**src/rtl/load_store_unit.sv**
```systemverilog
// RISC-V style load/store unit for a 32-bit little-endian data memory.
// Sub-word stores take two cycles: a read-modify-write through a merge register.
//   state | meaning
//   IDLE  | accepts one request per cycle; loads, SW and errors finish in one cycle
//   RMW   | writes the merged word captured for a pending SB/SH
module load_store_unit (
    input  logic        clk,
    input  logic        rst,
    input  logic        req_valid,
    input  logic        req_write,
    input  logic [2:0]  req_funct3,
    input  logic [31:0] req_addr,
    input  logic [31:0] req_wdata,
    output logic        stall,
    output logic        resp_valid,
    output logic [31:0] resp_rdata,
    output logic        err,
    output logic        mem_read,
    output logic        mem_write,
    output logic [31:0] mem_addr,
    output logic [31:0] mem_wdata,
    input  logic [31:0] mem_rdata
);

    typedef enum logic {IDLE, RMW} state_t;

    state_t      state;
    logic [31:0] rmw_addr;
    logic [31:0] rmw_wdata;

    logic [1:0]  lane;
    logic        is_byte;
    logic        is_half;
    logic        is_word;
    logic        illegal;
    logic        misaligned;
    logic        bad;
    logic [31:0] word_addr;
    logic [31:0] shifted;
    logic [31:0] load_data;
    logic [31:0] merged;

    always_comb begin
        lane       = req_addr[1:0];
        word_addr  = {req_addr[31:2], 2'b00};
        is_byte    = (req_funct3[1:0] == 2'b00);
        is_half    = (req_funct3[1:0] == 2'b01);
        is_word    = (req_funct3[1:0] == 2'b10);
        // Stores only know 000/001/010; loads additionally allow the unsigned 100/101.
        illegal    = (req_funct3[1:0] == 2'b11) |
                     (req_write ? req_funct3[2] : (req_funct3 == 3'b110));
        misaligned = (is_half & lane[0]) | (is_word & (lane != 2'b00));
        bad        = illegal | misaligned;
    end

    always_comb begin
        shifted = mem_rdata >> {lane, 3'b000};
        case (req_funct3)
            3'b000:  load_data = {{24{shifted[7]}}, shifted[7:0]};
            3'b001:  load_data = {{16{shifted[15]}}, shifted[15:0]};
            3'b100:  load_data = {24'd0, shifted[7:0]};
            3'b101:  load_data = {16'd0, shifted[15:0]};
            default: load_data = mem_rdata;
        endcase
    end

    always_comb begin
        merged = mem_rdata;
        if (is_byte) begin
            merged[{lane, 3'b000} +: 8] = req_wdata[7:0];
        end else begin
            merged[{lane[1], 4'b0000} +: 16] = req_wdata[15:0];
        end
    end

    // Memory-side strobes are combinational and forced quiet during reset.
    always_comb begin
        stall     = 1'b0;
        mem_read  = 1'b0;
        mem_write = 1'b0;
        mem_addr  = word_addr;
        mem_wdata = req_wdata;
        if (!rst) begin
            case (state)
                IDLE: begin
                    if (req_valid && !bad) begin
                        if (!req_write) begin
                            mem_read = 1'b1;
                        end else if (is_word) begin
                            mem_write = 1'b1;
                        end else begin
                            mem_read = 1'b1;
                            stall    = 1'b1;
                        end
                    end
                end
                RMW: begin
                    mem_write = 1'b1;
                    mem_addr  = rmw_addr;
                    mem_wdata = rmw_wdata;
                end
                default: ;
            endcase
        end
    end

    always_ff @(posedge clk) begin
        if (rst) begin
            state      <= IDLE;
            resp_valid <= 1'b0;
            err        <= 1'b0;
            resp_rdata <= 32'd0;
            rmw_addr   <= 32'd0;
            rmw_wdata  <= 32'd0;
        end else begin
            resp_valid <= 1'b0;
            err        <= 1'b0;
            case (state)
                IDLE: begin
                    if (req_valid) begin
                        if (bad) begin
                            resp_valid <= 1'b1;
                            err        <= 1'b1;
                            resp_rdata <= 32'd0;
                        end else if (!req_write) begin
                            resp_valid <= 1'b1;
                            resp_rdata <= load_data;
                        end else if (is_word) begin
                            resp_valid <= 1'b1;
                            resp_rdata <= 32'd0;
                        end else begin
                            rmw_addr  <= word_addr;
                            rmw_wdata <= merged;
                            state     <= RMW;
                        end
                    end
                end
                RMW: begin
                    state      <= IDLE;
                    resp_valid <= 1'b1;
                    resp_rdata <= 32'd0;
                end
                default: state <= IDLE;
            endcase
        end
    end

endmodule
```
**config.mk**
```make
export PLATFORM = sky130hd
export DESIGN_NAME = load_store_unit
export DESIGN_NICKNAME = d
export VERILOG_FILES = /design/src/rtl/load_store_unit.sv
export SDC_FILE = /design/constraint.sdc
export NUM_CORES = 1
export LEC_CHECK = 0
export BUFFER_PORTS_ARGS = -buffer_cell sky130_fd_sc_hd__buf_2
export CAP_MARGIN = 25
export CORE_ASPECT_RATIO = 1.25
export CORE_UTILIZATION = 45
export CTS_CLUSTER_DIAMETER = 200
export DETAILED_ROUTE_END_ITERATION = 7
export HOLD_SLACK_MARGIN = 0.1
export PLACE_DENSITY = 0.78
export SYNTH_ARGS = -nofsm -noshare
export SYNTH_HDL_FRONTEND = slang
export SYNTH_SLANG_ARGS = --single-unit
```
**constraint.sdc**
```tcl
create_clock -name clk -period 2.22 [get_ports clk]
set_input_delay 0.111 -clock clk [delete_from_list [all_inputs] [get_ports clk]]
set_output_delay 0.111 -clock clk [all_outputs]
set_load 0.03 [all_outputs]
```
==> flow_summary.json <==
{
  "status": "finished, final reports clean",
  "grt_max_degree": 79,
  "crit_path_start": "req_valid",
  "cts_tree": "done",
  "ys_warn_count": 0,
  "netlist_area_um2": 5274,
  "endpoint_kind": "flip-flop",
  "fmax_mhz": 488.4,
  "root_buffer": "clkbuf_16",
  "die_area_um2": 12160,
  "antenna_found_initial": 0,
  "critPathTopFamily": "buffers and inverters",
  "die_y_um": 123.0,
  "synth_edf_count": 0,
  "cp_slowest_cell": "dlygate4sd3_1",
  "die_w_um": 98.83,
  "antennaDiodeCount": 0,
  "critPathKind": "input port to flip-flop",
  "wl_met3_um": 1184,
  "avgViaCountPerCell": 5.890,
  "route.met2.wl_um": 8882,
  "core_area_um2": 11240,
  "cts_buffers": 9,
  "drive_gt1_frac": 0.3701,
  "final_cells": 951,
  "r2r-start": "state",
  "r2r_end": "resp_rdata[26]",
  "critPathBufInv": 4,
  "critical_path_arrival_ns": 2.33,
  "slowest_delay_ns": 0.53,
  "finalCritPeriodShare": 0.9223,
  "num_vias": 5601,
  "clkTransAtPathRegs_ns": 0.07,
  "dp_slack_ns": -0.03582,
  "drtIter0Drc": 427,
  "critPathMostFrequentCell": "buf_4",
  "rsz0062_at_grt": "false",
  "drcViolationCount": 0,
  "critPathRequiredTime_ns": 2.51,
  "slew_headroom": 0.3307,
  "slew_violations": 0,
  "cp_max_fo": 18,
  "placed_cell_area_um2": 6390,
  "worstMarginPinSlew_ns": 1.004,
  "grt_pass1_wl_um": 27440,
  "power_uw": 4274,
  "r2r_slack_ns": 0.19,
  "ctsResizeCount": 0,
  "cap_viol_max_count": 0,
  "design_area_um2": 7137,
  "gp_congestion": 0.8795,
  "cp_num_cells": 8,
  "layout_common_cells": "buf_2 (201), dfxtp_1 (97), nand2_1 (94)",
  "top_layer": "met4",
  "drt_pass1_iterations": 5,
  "finalWorstPathRequiredPeriod_ns": 2.048,
  "post_drt_wl_per_cell_um": 18.72,
  "powerDensity_nw_per_um2": 598.9,
  "hpwl_um": 12430,
  "synth_cell_types": 55,
  "seq_area_frac_synth": 0.3682,
  "cts_num_sinks": 97,
  "setup_viol": 0,
  "synth_cells": 592,
  "hold_violations": 0,
  "grt_overflow": 0,
  "n_fill_cell": 964,
  "p_leak_uw": 0.003111,
  "synthArstFlopShare": 0,
  "ys_ff_latch": 97,
  "ff2ff_path_depth": 6,
  "worst_slack_ns": 0.1725,
  "hold_ws_ns": 0.1223,
  "skew_ns": 0.004931,
  "dpl.cell_count": 891,
  "start_util": 0.4690,
  "synth_ff_type": "dfxtp_1",
  "ir_worst_vdd_v": 0.0004117,
  "final_common_cell": "buf_2",
  "worstPathCellList": "dlygate4sd3_1 > buf_2 > or3b_1 > a211oi_4 > buf_4 > and2_1 > buf_4 > a221o_1",
  "fp-row-count": 43,
  "grt_pass1_vias": 5283,
  "start_kind": "input port",
  "grtUsageTotal": 0.2905,
  "cp-endpoint": "resp_rdata[26]",
  "cts_max_path_buffers": 2,
  "final_antenna_net_count": 0,
  "avgSynthCellArea_um2": 8.908,
  "port_buffers": 201,
  "clock_latency_ns": 0.34,
  "holdCritPathClass": "input port to flip-flop",
  "final_nets": 919,
  "io_pins": 204,
  "drt-total-wl_um": 17800,
  "cts.htree.levels": 3,
  "syn2layout_area_growth_pct": 35.33,
  "drt-met1-wl_um": 7190
}
where the power goes:
part / leakage [uW] / switching, uW / internal [uW] / total, uW
Sequential: 0.000785 / 22.2 / 1780 / 1800
Combinational: 0.00219 / 544 / 345 / 889
Clock: 0.000140 / 699 / 883 / 1580
Total: 0.00311 / 1270 / 3010 / 4270
state kept, by name, indices dropped and copies added (netlist names):
register and count:
rmw_addr 30, state 1, rmw_wdata 32, resp_valid 1, err 1, resp_rdata 32
worst min path at each step:
stage | depth (start not counted) | endpoint | start | slack [ns]
floorplan | 2 | rmw_addr[10] | req_addr[10] | 0.25
global placement | 3 | rmw_addr[7] | req_addr[7] | 0.36
detailed placement | 3 | rmw_addr[19] | req_addr[19] | 0.37
CTS | 2 | resp_rdata[16] | mem_rdata[16] | 0.11
global route | 2 | resp_rdata[16] | mem_rdata[16] | 0.10
finish | 3 | resp_rdata[8] | mem_rdata[8] | 0.12
what timing repair did:
item	CTS	global route
endpoints found under the hold margin	43	0
endpoints found under the setup margin	0	16
setup buffers	0	1
hold buffers	43	0
tightest hold or removal path, cell delays in order:
cell and delay [ns]:
buf_2 0.14, o221ai_1 0.12, nand2_1 0.07
cells by family (layout without fill, tap and decap cells):
group / after synthesis / in the layout / synth area share
AO/OA/AOI/OAI: 172 / 172 / 0.2453
AND/OR/NAND/NOR: 164 / 164 / 0.1400
flip-flops: 97 / 97 / 0.3682
multiplexers: 87 / 87 / 0.1824
buffers and inverters: 66 / 289 / 0.05148
adder cells (fa/ha/maj): 5 / 5 / 0.01186
other: 1 / 2 / 0.0007111
through the flow:
step,utilization,setup TNS [ns]
finish,0.6347,0
global route,0.6347,0
CTS,0.6329,0
detailed placement,0.5683,-0.2930
global placement,0.5683,0
floorplan,-,0
per-layer routing:
layer	up-vias	GRT usage
met2	247	0.5118
met3	41	0.06162
li1	2641	-
met4	0	0.1278
met5	-	0
met1	2672	0.3403
cell usage after synthesis, drive strengths merged, types with 6 or more instances:
library cell  instances  share of area
mux2i                23          0.044
a221oi               32          0.053
clkbuf               40          0.029
inv                   9         0.0064
nor3                 18          0.017
dfxtp                97           0.37
o221ai                6          0.010
a211o                16          0.027
nand2                94          0.067
a21oi                49          0.047
mux2                 63           0.13
a221o                16          0.030
o21ai                13          0.012
nor2                 26          0.019
a22oi                 7          0.010
buf                  15          0.015
o32ai                 6          0.010
layout make-up:
class | instances | area, um^2 | share of cell area
Clock buffer | 11 | 232.7 | 0.03261
Clock inverter | 5 | 63.81 | 0.008941
Inverter | 11 | 41.29 | 0.005785
Multi-Input combinational cell | 430 | 3067 | 0.4297
Sequential cell | 97 | 1942 | 0.2721
Tap cell | 135 | 168.9 | 0.02367
Timing Repair Buffer | 262 | 1622 | 0.2272
No activity file was read; power rests on OpenSTA's default activity.
